==> config.mk <==
export PLATFORM = sky130hd
export DESIGN_NAME = jtkicker_gfx_arb_flat
export DESIGN_NICKNAME = d
export VERILOG_FILES = /design/src/rtl/jtkicker_gfx_arb_pkg.sv /design/src/rtl/jtkicker_gfx_arb_if.sv /design/src/rtl/jtkicker_gfx_arb_slot.sv /design/src/rtl/jtkicker_gfx_arb.sv /design/src/flat_wrapper.sv
export SDC_FILE = /design/constraint.sdc
export NUM_CORES = 1
export LEC_CHECK = 0
export ABC_CLOCK_PERIOD_IN_PS = 4220
export BUFFER_PORTS_ARGS = -buffer_cell sky130_fd_sc_hd__buf_2
export CAP_MARGIN = 30
export CORE_ASPECT_RATIO = 0.9
export CORE_UTILIZATION = 54
export CTS_CLUSTER_DIAMETER = 60
export DETAILED_ROUTE_END_ITERATION = 8
export PLACE_DENSITY_LB_ADDON = 0.3
export SLEW_MARGIN = 20
export SYNTH_ARGS = -nofsm -noshare
export SYNTH_HDL_FRONTEND = slang
export SYNTH_SLANG_ARGS = --single-unit
export TNS_END_PERCENT = 20
==> constraint.sdc <==
create_clock -name clk -period 4.22 [get_ports clk]
set_input_delay 0.633 -clock clk [delete_from_list [all_inputs] [get_ports clk]]
set_output_delay 0.633 -clock clk [all_outputs]
set_load 0.005 [all_outputs]
==> src/rtl/jtkicker_gfx_arb_pkg.sv <==
// Shared types for the graphics SDRAM read-slot arbiter: FSM encoding and requester indices.
// No logic; imported by the arbiter, its interface users and the per-requester slot.
package jtkicker_gfx_arb_pkg;
   typedef enum logic [1:0] {
      ST_IDLE = 2'd0,
      ST_REQ  = 2'd1,
      ST_WAIT = 2'd2
   } state_t;

   localparam logic GNT_SCR = 1'b0;
   localparam logic GNT_OBJ = 1'b1;
endpackage

==> src/rtl/jtkicker_gfx_arb_if.sv <==
// Requester and SDRAM-port bundle for jtkicker_gfx_arb; slave = arbiter side, master = surroundings.
// sd_req is held until sd_ack; each requester sees its word through a combinational ok flag.
interface jtkicker_gfx_arb_if #(
   parameter int SCR_AW = 13,
   parameter int OBJ_AW = 14,
   parameter int SDW    = 22
) ();
   logic              scr_cs;
   logic [SCR_AW-1:0] scr_addr;
   logic [31:0]       scr_data;
   logic              scr_ok;
   logic              obj_cs;
   logic [OBJ_AW-1:0] obj_addr;
   logic [31:0]       obj_data;
   logic              obj_ok;
   logic [SDW-1:0]    sd_addr;
   logic              sd_req;
   logic              sd_ack;
   logic              sd_dok;
   logic [31:0]       sd_data;

   modport slave (
      input  scr_cs, scr_addr, obj_cs, obj_addr, sd_ack, sd_dok, sd_data,
      output scr_data, scr_ok, obj_data, obj_ok, sd_addr, sd_req
   );
   modport master (
      output scr_cs, scr_addr, obj_cs, obj_addr, sd_ack, sd_dok, sd_data,
      input  scr_data, scr_ok, obj_data, obj_ok, sd_addr, sd_req
   );
endinterface

==> src/rtl/jtkicker_gfx_arb_slot.sv <==
// One-word cache per requester: tag/valid/data, hit compare and ok flag.
// ok/miss are combinational on addr; the word is written the cycle the fetch completes.
module jtkicker_gfx_arb_slot #(
   parameter int AW = 13
) (
   input  logic          clk,
   input  logic          rst_n,
   input  logic          cs,
   input  logic [AW-1:0] addr,
   input  logic          wr,
   input  logic [AW-1:0] wr_tag,
   input  logic [31:0]   wr_data,
   output logic [31:0]   data,
   output logic          ok,
   output logic          miss
);
   logic [AW-1:0] tag_q, tag_d;
   logic          val_q, val_d;
   logic [31:0]   data_q, data_d;
   logic          hit;

   always_comb begin
      tag_d  = tag_q;
      val_d  = val_q;
      data_d = data_q;
      if (wr) begin
         tag_d  = wr_tag;
         val_d  = 1'b1;
         data_d = wr_data;
      end
   end

   always_ff @(posedge clk) begin
      if (!rst_n) begin
         tag_q  <= '0;
         val_q  <= 1'b0;
         data_q <= '0;
      end else begin
         tag_q  <= tag_d;
         val_q  <= val_d;
         data_q <= data_d;
      end
   end

   assign hit  = val_q && (addr == tag_q);
   assign ok   = cs && hit;
   assign miss = cs && !hit;
   assign data = data_q;
endmodule

==> src/rtl/jtkicker_gfx_arb.sv <==
// Shares one SDRAM read slot between scroll and object fetchers; min miss latency 2 cycles, one fetch in flight.
// Fixed scroll priority with starvation override; `JTKICKER_GFXARB_RR_EN selects round-robin instead.
module jtkicker_gfx_arb
   import jtkicker_gfx_arb_pkg::*;
#(
   parameter int             SCR_AW  = 13,
   parameter int             OBJ_AW  = 14,
   parameter int             SDW     = 22,
   parameter logic [SDW-1:0] SCR_OFS = '0,
   parameter logic [SDW-1:0] OBJ_OFS = SDW'(32'h2000),
   parameter int             STARVE  = 16
) (
   input logic                clk,
   input logic                rst_n,
   jtkicker_gfx_arb_if.slave  bus
);
   localparam int RAW = (SCR_AW > OBJ_AW) ? SCR_AW : OBJ_AW;

   state_t         state_q, state_d;
   logic           gnt_q, gnt_d;
   logic [RAW-1:0] req_addr_q, req_addr_d;
   logic [SDW-1:0] sd_addr_q, sd_addr_d;
   logic           sd_req_q, sd_req_d;
   logic           scr_miss, obj_miss, done, win;

   assign done = (state_q == ST_REQ && bus.sd_ack && bus.sd_dok) ||
                 (state_q == ST_WAIT && bus.sd_dok);

   jtkicker_gfx_arb_slot #(.AW(SCR_AW)) u_scr (
      .clk(clk), .rst_n(rst_n), .cs(bus.scr_cs), .addr(bus.scr_addr),
      .wr(done && gnt_q == GNT_SCR), .wr_tag(SCR_AW'(req_addr_q)), .wr_data(bus.sd_data),
      .data(bus.scr_data), .ok(bus.scr_ok), .miss(scr_miss)
   );

   jtkicker_gfx_arb_slot #(.AW(OBJ_AW)) u_obj (
      .clk(clk), .rst_n(rst_n), .cs(bus.obj_cs), .addr(bus.obj_addr),
      .wr(done && gnt_q == GNT_OBJ), .wr_tag(OBJ_AW'(req_addr_q)), .wr_data(bus.sd_data),
      .data(bus.obj_data), .ok(bus.obj_ok), .miss(obj_miss)
   );

`ifdef JTKICKER_GFXARB_RR_EN
   // gnt_q doubles as "granted last", so a tie goes to the other requester.
   assign win = (scr_miss && obj_miss) ? ~gnt_q : obj_miss;
`else
   localparam int STARVE_W = $clog2(STARVE + 1);
   logic [STARVE_W-1:0] starve_q, starve_d;
   logic                starved;

   assign starved = (starve_q == STARVE_W'(STARVE));
   assign win     = obj_miss && (!scr_miss || starved);

   // Held at zero while the object's own fetch is in flight.
   always_comb begin
      starve_d = starve_q;
      if (!obj_miss || (state_q == ST_IDLE && win == GNT_OBJ))
         starve_d = '0;
      else if (!(state_q != ST_IDLE && gnt_q == GNT_OBJ) && !starved)
         starve_d = starve_q + 1'b1;
   end

   always_ff @(posedge clk) begin
      if (!rst_n) starve_q <= '0;
      else        starve_q <= starve_d;
   end
`endif

   always_comb begin
      state_d    = state_q;
      gnt_d      = gnt_q;
      req_addr_d = req_addr_q;
      sd_addr_d  = sd_addr_q;
      sd_req_d   = sd_req_q;
      unique case (state_q)
         ST_IDLE: begin
            if (scr_miss || obj_miss) begin
               gnt_d    = win;
               sd_req_d = 1'b1;
               state_d  = ST_REQ;
               if (win == GNT_OBJ) begin
                  req_addr_d = RAW'(bus.obj_addr);
                  sd_addr_d  = SDW'(bus.obj_addr) + OBJ_OFS;
               end else begin
                  req_addr_d = RAW'(bus.scr_addr);
                  sd_addr_d  = SDW'(bus.scr_addr) + SCR_OFS;
               end
            end
         end
         ST_REQ: begin
            if (bus.sd_ack) begin
               sd_req_d = 1'b0;
               state_d  = bus.sd_dok ? ST_IDLE : ST_WAIT;
            end
         end
         ST_WAIT: begin
            if (bus.sd_dok) state_d = ST_IDLE;
         end
         default: state_d = ST_IDLE;
      endcase
   end

   // Resetting gnt_q to the object side makes the first round-robin tie go to scroll.
   always_ff @(posedge clk) begin
      if (!rst_n) begin
         state_q    <= ST_IDLE;
         gnt_q      <= GNT_OBJ;
         req_addr_q <= '0;
         sd_addr_q  <= '0;
         sd_req_q   <= 1'b0;
      end else begin
         state_q    <= state_d;
         gnt_q      <= gnt_d;
         req_addr_q <= req_addr_d;
         sd_addr_q  <= sd_addr_d;
         sd_req_q   <= sd_req_d;
      end
   end

   assign bus.sd_addr = sd_addr_q;
   assign bus.sd_req  = sd_req_q;
endmodule

==> src/flat_wrapper.sv <==
// flat-port wrapper written by rule: the top's interface ports become plain ports
module jtkicker_gfx_arb_flat import jtkicker_gfx_arb_pkg::*;
#(
   parameter int             SCR_AW  = 13,
   parameter int             OBJ_AW  = 14,
   parameter int             SDW     = 22,
   parameter logic [SDW-1:0] SCR_OFS = '0,
   parameter logic [SDW-1:0] OBJ_OFS = SDW'(32'h2000),
   parameter int             STARVE  = 16
)
  (clk, rst_n, bus_scr_cs, bus_scr_addr, bus_obj_cs, bus_obj_addr, bus_sd_ack, bus_sd_dok, bus_sd_data, bus_scr_data, bus_scr_ok, bus_obj_data, bus_obj_ok, bus_sd_addr, bus_sd_req);
  jtkicker_gfx_arb_if #(.SCR_AW(SCR_AW), .OBJ_AW(OBJ_AW), .SDW(SDW)) bus_i ();
  input logic clk;
  input logic rst_n;
  input wire logic [$bits(bus_i.scr_cs)-1:0] bus_scr_cs;
  input wire logic [$bits(bus_i.scr_addr)-1:0] bus_scr_addr;
  input wire logic [$bits(bus_i.obj_cs)-1:0] bus_obj_cs;
  input wire logic [$bits(bus_i.obj_addr)-1:0] bus_obj_addr;
  input wire logic [$bits(bus_i.sd_ack)-1:0] bus_sd_ack;
  input wire logic [$bits(bus_i.sd_dok)-1:0] bus_sd_dok;
  input wire logic [$bits(bus_i.sd_data)-1:0] bus_sd_data;
  output wire logic [$bits(bus_i.scr_data)-1:0] bus_scr_data;
  output wire logic [$bits(bus_i.scr_ok)-1:0] bus_scr_ok;
  output wire logic [$bits(bus_i.obj_data)-1:0] bus_obj_data;
  output wire logic [$bits(bus_i.obj_ok)-1:0] bus_obj_ok;
  output wire logic [$bits(bus_i.sd_addr)-1:0] bus_sd_addr;
  output wire logic [$bits(bus_i.sd_req)-1:0] bus_sd_req;
  assign bus_i.scr_cs = bus_scr_cs;
  assign bus_i.scr_addr = bus_scr_addr;
  assign bus_i.obj_cs = bus_obj_cs;
  assign bus_i.obj_addr = bus_obj_addr;
  assign bus_i.sd_ack = bus_sd_ack;
  assign bus_i.sd_dok = bus_sd_dok;
  assign bus_i.sd_data = bus_sd_data;
  assign bus_scr_data = bus_i.scr_data;
  assign bus_scr_ok = bus_i.scr_ok;
  assign bus_obj_data = bus_i.obj_data;
  assign bus_obj_ok = bus_i.obj_ok;
  assign bus_sd_addr = bus_i.sd_addr;
  assign bus_sd_req = bus_i.sd_req;
  jtkicker_gfx_arb #(.SCR_AW(SCR_AW), .OBJ_AW(OBJ_AW), .SDW(SDW), .SCR_OFS(SCR_OFS), .OBJ_OFS(OBJ_OFS), .STARVE(STARVE)) u_core (.clk(clk), .rst_n(rst_n), .bus(bus_i));
endmodule
==> reports/metrics.cfg, run 1 <==
[critical_path]
cp_slowest_cell=nor4_1
cp.required_ns=3.59
crit_path_end_kind=output port
cpPeakStageDelay_ns=0.39
crit_family=simple AND/OR/NAND/NOR gates
crit_path_start_kind=register
worstPathArrival_ns=1.94
crit_type=reg -> out
crit_path_cell_trace=xnor2_1, nand4_1, nor4_1, and2_1, buf_2
timing.critical_path.buf_inv=1
crit_fanout=2

[grt]
antenna_found_initial=0
track_usage_pct=28.5
overflow=0
grt_pass1_vias=4164
grt_pass1_wl_mm=20.2
grt_max_degree=54

[synthesis]
syn_inst=573
synth-simple-area-share_pct=20.6
synth_area_leader_cell=dfxtp_1
synth_top_area_share_pct=50.4
ys_async_sr_fraction_pct=0
synth_seq_cells=117
synth_edf_count=0
synthTopCellsByCount=189 x nand2_1, 117 x dfxtp_1, 106 x a21oi_1
synth_top_family_by_area=simple AND/OR/NAND/NOR gates
synth_cell_type_count=36
synth-adder-area-share_pct=0.538
yosysWarnings=0
synth.area.top_cells=dfxtp_1 50%, nand2_1 15%, a21oi_1 11%
yosysSeqAreaShare_pct=50.4
synth.most_common_cell=nand2_1
synth-compound-area-share_pct=14.5
synth_area_per_cell_sq_um=8.12
syn-cell-area_sq_mm=0.00465
synthXorXnorAreaFrac_pct=5.84
synth_mux_area_share_pct=3.01
ys.flop_type=dfxtp_1

[drt]
viasPerCell=5.33
first_pass_iters=5
final_antenna_net_count=0
vias=4465
wl_per_cell_um=14.9
drcViolationCount=0
drt-initial-drc-count=266
wl_mm=12.5

[cts]
htreeDepth=4
cts_root_buf=clkbuf_8
clk_latency_ns=0.51
postCtsResizedCells=0
cts_buffers=17
cts_num_sinks=117
post-cts-setup-buffers=0
clkTransAtPathRegs_ns=0.06
max-clock-path-buffers=2
hold_buffers=0
cts_tree=done

[timing]
slew_violations=0
setup_viol=0
timing_hold_violations_final=0
slew_headroom_pct=47.4
tightestPinTransition_ns=0.789
tns_ns=0
finalCritPeriodShare_pct=61.0
rsz0062_at_grt=no
skew_ns=0.0104
fmax_mhz=389
fin_crit_ns=2.57

[floorplan]
ioPinCount=154
die_y_um=90.0
core-area_sq_mm=0.00818
fp-row-count=31
start_util_pct=56.8
die-area_sq_mm=0.00899
die_w_um=99.8

[status]
status=completed

[place]
place_hpwl_mm=8.34
placedInstanceArea_sq_mm=0.00547
io_buffers=146
gp_congestion=0.845

[hold_path]
min_path_type=in -> reg

[job]
maxCapViolations=0

[power_and_ir_drop]
leakagePower_nw=2.48
ir_drop_mv=0.342
power_density_mw_per_mm2=473

[cells_and_area]
drive_above_1_share_pct=26.7
stdcell_area_sq_mm=0.00608
fillers=598
antenna_cells=0
areaGrowthSynthToFinish_pct=30.7
nets=776

kinds of logic (layout without fill, tap and decap cells):
| logic type | after synthesis | after routing |
|---|---|---|
| flip-flops | 117 | 117 |
| AND/OR/NAND/NOR | 233 | 233 |
| multiplexers | 14 | 14 |
| other | 1 | 7 |
| adder cells (fa/ha/maj) | 2 | 2 |
| AO/OA/AOI/OAI | 128 | 128 |
| buffers and inverters | 47 | 190 |
| XOR/XNOR | 31 | 31 |
area by class of cell:
type                       count  area (sq um)  area share, %
sequential                   117          2340           38.5
multi-input combinational    415          2120           34.9
timing repair buffer         152           841           13.8
clock buffer                  19           432           7.10
clock inverter                13           174           2.86
tap                          115           144           2.37
inverter                       6          22.5          0.371
through the flow:
step	worst slack, ns	std cells	total power, mW	hold WS, ns	util, %
CTS	1.67	837	2.88	0.357	74.3
detailed placement	1.38	805	1.44	0.443	66.9
global placement	1.50	801	1.42	0.438	65.7
floorplan	2.04	579	1.33	0.437	-
finish	1.65	837	2.87	0.366	74.3
global route	1.54	837	2.97	0.357	74.3
metal layers:
metal  part of all wire [%]  global-route usage (%)
met2                     48                    47.1
met3                    6.6                    6.22
met1                     44                    36.7
met5                      0                       0
met4                    1.4                    9.44
state kept, by name (all words and copies together), names as in the netlist:
signal and flops:
u_core.u_scr.val_q 1, u_core.u_obj.tag_q 14, u_core.state_q 2, u_core.gnt_q 1, u_core.u_scr.data 32, u_core.starve_q 5
u_core.req_addr_q 13, u_core.bus.sd_req 1, u_core.u_scr.tag_q 13, u_core.bus.sd_addr 2, u_core.u_obj.data 32, u_core.u_obj.val_q 1
worst register-to-register path, stage by stage, from the launching register on:
cell	delay (ns)
dfxtp_1	0.32
xnor2_1	0.33
nand4_1	0.21
o41ai_2	0.39
o211a_1	0.72
mux2i_1	0.32
a21oi_1	0.09
path summary, 6_finish.rpt:
check | to | startpoint | cells past startpoint | slack [ns]
setup / recovery | bus_obj_ok | u_core.u_obj.tag_q[10] | 5 | 1.65
hold / removal | u_core.u_scr.data[22] | bus_sd_data[22] | 3 | 0.37
setup reg to reg | u_core.req_addr_q[5] | u_core.u_scr.tag_q[1] | 6 | 1.71
hold reg to reg | u_core.u_obj.data[17] | u_core.u_obj.data[17] | 2 | 0.45
placed cells by master, fill, tap and decap left out, types with 2 or more instances in the layout:
cell          n
ha_1          2
bufinv_16     3
nor4_1        2
xnor2_1      28
conb_1        7
inv_1         5
clkinv_4      4
nand3_1       2
dfxtp_1     117
a21oi_1     106
buf_16        2
nand2_1     189
o21ai_0      12
mux2i_1      14
buf_2       146
clkinvlp_4    3
nor2_1       11
and2_1        3
inv_6         3
o21ai_1       3
nand4_1      15
clkbuf_16    16
buf_4         2
xor2_1        3
nand3_2       2
buf_12        2
clkbuf_8      2
nor2_4        2
power breakdown:
group          leakage [nW]  switching, mW  total, mW  internal, mW
Clock                 0.286          0.531       1.45         0.923
Combinational          1.24          0.144      0.242        0.0980
Sequential            0.949         0.0311       1.18          1.14
Total                  2.48          0.706       2.87          2.17
Power figures use the tool's default switching activity.
==> inputs of run 2 (changes only) <==
--- a/config.mk
+++ b/config.mk
@@ -5,11 +5,11 @@
 export SDC_FILE = /design/constraint.sdc
 export NUM_CORES = 1
 export LEC_CHECK = 0
-export ABC_CLOCK_PERIOD_IN_PS = 4220
+export ABC_CLOCK_PERIOD_IN_PS = 2650
 export BUFFER_PORTS_ARGS = -buffer_cell sky130_fd_sc_hd__buf_2
 export CAP_MARGIN = 30
 export CORE_ASPECT_RATIO = 0.9
-export CORE_UTILIZATION = 54
+export CORE_UTILIZATION = 50
 export CTS_CLUSTER_DIAMETER = 60
 export DETAILED_ROUTE_END_ITERATION = 8
 export PLACE_DENSITY_LB_ADDON = 0.3
==> constraint.sdc (replaced) <==
create_clock -name clk -period 2.65 [get_ports clk]
set_input_delay 0.3975 -clock clk [delete_from_list [all_inputs] [get_ports clk]]
set_output_delay 0.3975 -clock clk [all_outputs]
set_load 0.005 [all_outputs]
==> reports/metrics.cfg, run 2 (synthesized netlist as in run 1, its figures left out) <==
[status]
status=completed

[cts]
clk_latency_ns=0.51  ; about the same
postCtsResizedCells=0  ; unchanged
cts_tree=done
htreeDepth=4  ; unchanged
cts_root_buf=clkbuf_8
hold_buffers=0  ; unchanged
post-cts-setup-buffers=0  ; unchanged
clkTransAtPathRegs_ns=0.06  ; about the same
cts_buffers=17  ; unchanged
max-clock-path-buffers=2  ; unchanged
cts_num_sinks=117  ; unchanged

[critical_path]
worstPathArrival_ns=2.02  ; +0.08 ns
crit_path_start_kind=register
crit_type=reg -> out
cp.required_ns=2.25  ; -1.34 ns
crit_fanout=2  ; unchanged
crit_path_end_kind=output port

[drt]
wl_mm=12.8  ; +2.3%
wl_per_cell_um=15.0  ; +0.93%
drt-initial-drc-count=217  ; -18%
viasPerCell=5.24  ; -1.8%
first_pass_iters=5  ; unchanged
final_antenna_net_count=0  ; unchanged
drcViolationCount=0  ; unchanged
vias=4443  ; -0.49%

[timing]
setup_ws_ns=0.236  ; -1.41 ns
timing_hold_violations_final=0  ; unchanged
finalCritPeriodShare_pct=91.1
setup_viol=0  ; unchanged
whs_ns=0.118  ; -0.248 ns
tightestPinTransition_ns=0.698  ; -0.0913 ns
fmax_mhz=414
fin_crit_ns=2.41
rsz0062_at_grt=no
skew_ns=0.0108  ; +0.000392 ns
slew_violations=0  ; unchanged
tns_ns=0  ; unchanged
slew_headroom_pct=53.4  ; +6.0 points

[power_and_ir_drop]
power_density_mw_per_mm2=729  ; +54%
leakagePower_nw=2.46  ; -0.65%
p_total_mw=4.39  ; +53%
ir_drop_mv=0.513  ; +50%

[grt]
antenna_found_initial=0  ; unchanged
grt_pass1_vias=4199  ; +0.84%
overflow=0  ; unchanged
grt_max_degree=46  ; -15%
track_usage_pct=26.6  ; -1.9 points
grt_pass1_wl_mm=20.2  ; about the same

[cells_and_area]
fin_util_pct=66.3  ; -7.9 points
instances_no_fill=848  ; +1.3%
fillers=783  ; +31%
drive_above_1_share_pct=27.1  ; +0.40 points
mostFrequentLayoutCells=189 x nand2_1, 146 x buf_2, 117 x dfxtp_1, 106 x a21oi_1, 28 x xnor2_1
antenna_cells=0  ; unchanged
layout_commonest_cell=nand2_1
areaGrowthSynthToFinish_pct=29.5
stdcell_area_sq_mm=0.00602  ; -0.86%
nets=780  ; +0.52%

[floorplan]
core-area_sq_mm=0.00908  ; +11%
start_util_pct=51.2  ; -5.6 points
die_w_um=104  ; +3.8%
fp-row-count=33  ; +6.5%
die_y_um=93.5  ; +3.8%
die-area_sq_mm=0.00969  ; +7.8%
ioPinCount=154  ; unchanged

[job]
maxCapViolations=0  ; unchanged

[place]
numPlacedInstances=816  ; +1.4%
placedInstanceArea_sq_mm=0.00547  ; about the same
pre_cts_slack_ns=0.224  ; -1.15 ns
io_buffers=146  ; unchanged
place_hpwl_mm=8.45  ; +1.3%
gp_congestion=0.854  ; +1.0%

[hold_path]
min_path_type=in -> reg

[run 2: power breakdown]
part | switching, mW | internal, mW | total [mW]
registers | 0.0484 | 1.82 | 1.87
logic | 0.231 | 0.156 | 0.387
clock network | 0.808 | 1.33 | 2.13
total | 1.09 | 3.30 | 4.39
[run 2: worst paths after layout]
path                         startpoint                     to  slack (ns)  depth (start not counted)
hold / removal               bus_sd_dok      u_core.state_q[1]        0.12                          2
hold reg to reg   u_core.u_scr.data[29]  u_core.u_scr.data[29]        0.45                          2
setup reg to reg  u_core.u_scr.tag_q[2]   u_core.req_addr_q[5]        0.31                          7
setup / recovery  u_core.u_scr.tag_q[2]             bus_scr_ok        0.24                          5
[run 2: final cells by class]
class / instances / area (sq um) / share of cell area, %
multi-input cells: 415 / 2120 / 35.2
inverters: 6 / 22.5 / 0.374
clock buffers: 18 / 418 / 6.94
well taps: 122 / 153 / 2.53
repair buffers: 156 / 831 / 13.8
clock inverters: 14 / 136 / 2.26
flip-flops and latches: 117 / 2340 / 38.9
[run 2: critical path: stages, from the launching register on]
cell	delay, ns
dfxtp_1	0.32
xnor2_1	0.35
nand4_1	0.20
nor4_1	0.36
and2_1	0.17
buf_2	0.11
[run 2: metal layers]
layer,wire length [um],track usage (%),up-vias,part of all wire (%)
met5,0,0,-,0
met4,313,13.5,0,2.5
met3,1040,8.08,26,8.1
met2,5980,43.7,186,47
met1,5420,31.9,2062,43
li1,-,-,2169,-
==> inputs of run 3 (changes only) <==
--- a/config.mk
+++ b/config.mk
@@ -9,6 +9,7 @@
 export BUFFER_PORTS_ARGS = -buffer_cell sky130_fd_sc_hd__buf_2
 export CAP_MARGIN = 30
 export CORE_ASPECT_RATIO = 0.9
+export CORE_MARGIN = 3
 export CORE_UTILIZATION = 50
 export CTS_CLUSTER_DIAMETER = 60
 export DETAILED_ROUTE_END_ITERATION = 8
==> constraint.sdc (replaced) <==
create_clock -name clk -period 2.65 [get_ports clk]
set_input_delay 0.265 -clock clk [delete_from_list [all_inputs] [get_ports clk]]
set_output_delay 0.265 -clock clk [all_outputs]
set_load 0.005 [all_outputs]
==> reports/metrics.cfg, run 3 (synthesized netlist as in run 1, its figures left out) <==
[status]
status=completed

[grt]
grt_pass1_vias=4635  ; +10%
overflow=0  ; unchanged
track_usage_pct=26.7  ; +0.088 points
grt_pass1_wl_mm=22.4  ; +11%
grt_max_degree=62  ; +35%
antenna_found_initial=0  ; unchanged

[drt]
vias=4683  ; +5.4%
wl_per_cell_um=15.8  ; +5.3%
drcViolationCount=0  ; unchanged
drt-initial-drc-count=358  ; +65%
final_antenna_net_count=0  ; unchanged
viasPerCell=5.33  ; +1.8%
first_pass_iters=5  ; unchanged
wl_mm=13.9  ; +9.0%

[timing]
setup_viol=0  ; unchanged
setup_ws_ns=0.237  ; +0.000467 ns
timing_hold_violations_final=0  ; unchanged
skew_ns=0.00570  ; -0.00512 ns
slew_violations=0  ; unchanged
fmax_mhz=414  ; about the same
whs_ns=0.0110  ; -0.107 ns
fin_crit_ns=2.41  ; -0.000467 ns
finalCritPeriodShare_pct=91.1  ; about the same
tns_ns=0  ; unchanged
rsz0062_at_grt=no
slew_headroom_pct=58.8  ; +5.4 points
tightestPinTransition_ns=0.617  ; -0.0806 ns

[critical_path]
ff2ff_path_depth=7  ; unchanged
crit_path_end_kind=register
crit_path_start_kind=register
worstPathArrival_ns=2.78  ; +0.76 ns
crit_path_cell_trace=xnor2_1, nand4_1, o41ai_2, o211a_1, buf_4, mux2i_1, a21oi_1
crit_fanout=9  ; +7
cp.required_ns=3.02  ; +0.77 ns
cpPeakStageDelay_ns=0.43  ; +0.07 ns
cp_slowest_cell=o41ai_2
crit_type=reg -> reg

[cts]
htreeDepth=4  ; unchanged
cts_tree=done
max-clock-path-buffers=2  ; unchanged
cts_root_buf=clkbuf_8
clk_latency_ns=0.51  ; about the same
cts_num_sinks=117  ; unchanged
post-cts-setup-buffers=0  ; unchanged
clkTransAtPathRegs_ns=0.06  ; about the same
cts_buffers=17  ; unchanged

[place]
numPlacedInstances=814  ; -0.25%
place_hpwl_mm=9.02  ; +6.7%
io_buffers=146  ; unchanged
pre_cts_slack_ns=0.329  ; +0.104 ns
gp_congestion=0.967  ; +13%

[floorplan]
die_y_um=97.5  ; +4.3%
die-area_sq_mm=0.0105  ; +8.3%
start_util_pct=52.8  ; +1.6 points
die_w_um=108  ; +3.9%
core-area_sq_mm=0.00881  ; -3.0%
fp-row-count=32  ; -3.0%
ioPinCount=154  ; unchanged

[cells_and_area]
layout_commonest_cell=nand2_1
mostFrequentLayoutCells=189 x nand2_1, 146 x buf_2, 117 x dfxtp_1, 106 x a21oi_1, 32 x dlygate4sd3_1
antenna_cells=0  ; unchanged
instances_no_fill=878  ; +3.5%
fillers=699  ; -11%
drive_above_1_share_pct=26.2  ; -0.92 points
nets=813  ; +4.2%
areaGrowthSynthToFinish_pct=37.4

[power_and_ir_drop]
p_sw_share_pct=24.9  ; +0.14 points
power.share.sequential_pct=40.8  ; -1.8 points
clkPwrFrac_pct=49.8  ; +1.2 points
leakagePower_nw=2.60  ; +5.8%
power_density_mw_per_mm2=718  ; -1.6%
comb_power_share_pct=9.3  ; +0.5 points
p_int_mw=3.44  ; +4.2%
ir_drop_mv=0.465  ; -9.3%
power.switching_mw=1.14  ; +5.0%

[hold_path]
min_path_cells=3  ; +1
min_path_type=in -> reg

[job]
maxCapViolations=0  ; unchanged

## run 3: cell types whose count changed in the layout (fill, tap and decap cells not counted), sizes merged
cell	delta
inv	+1
dlygate4sd3	+32
clkbuf	-1
buf	+1
clkinv	-2
bufinv	+1
clkinvlp	+1
## run 3: worst paths after layout
kind,startpoint,to,slack [ns]
max,u_core.u_scr.tag_q[10],u_core.req_addr_q[0],0.24
min,bus_sd_data[22],u_core.u_scr.data[22],0.01
max reg2reg,u_core.u_scr.tag_q[10],u_core.req_addr_q[0],0.24
min reg2reg,u_core.u_obj.data[4],u_core.u_obj.data[4],0.45
## run 3: final cells by class
type                            count  area [sq um]  area share [%]
Tap cell                          119           149            2.33
Sequential cell                   117          2340            36.7
Clock inverter                     15           180            2.82
Clock buffer                       17           414            6.48
Multi-Input combinational cell    415          2120            33.2
Inverter                            6          22.5           0.353
Timing Repair Buffer              189          1160            18.1
## run 3: power by group through the flow
stage / clock network [mW] / registers [mW] / logic, mW
final: 2.28 / 1.87 / 0.428
after global routing: 2.39 / 1.88 / 0.466
after CTS: 2.31 / 1.87 / 0.421
after detailed placement: 0 / 1.91 / 0.381
after global placement: 0 / 1.91 / 0.372
after floorplan: 0 / 1.90 / 0.211
## run 3: what timing repair did
item                       4_1_cts  5_1_grt
gates resized for setup          0        0
hold endpoints to repair        52        0
setup endpoints to repair        0        0
hold buffers                    32        0
## run 3: metal layers
metal	vias up	wire length [um]	track usage [%]
li1	2240	-	-
met1	2187	5540	31.7
met2	218	6960	45.9
met3	38	1070	7.38
met4	0	341	9.32
met5	-	0	0
## run 3: worst max-delay path, delay by kind of cell (launching register included)
family / cells / cell delay [ns]
XOR/XNOR: 1 / 0.31
AO/OA/AOI/OAI: 3 / 0.88
flip-flops: 1 / 0.32
AND/OR/NAND/NOR: 1 / 0.24
multiplexers: 1 / 0.23
buffers and inverters: 1 / 0.29
## run 3: stage by stage
stage	total power, mW	utilization (%)	instance area [sq um]
CTS	4.60	72.5	6390
finish	4.58	72.5	6390
floorplan	2.12	-	4670
detailed placement	2.29	62.1	5470
global placement	2.28	62.1	5470
global route	4.74	72.5	6390
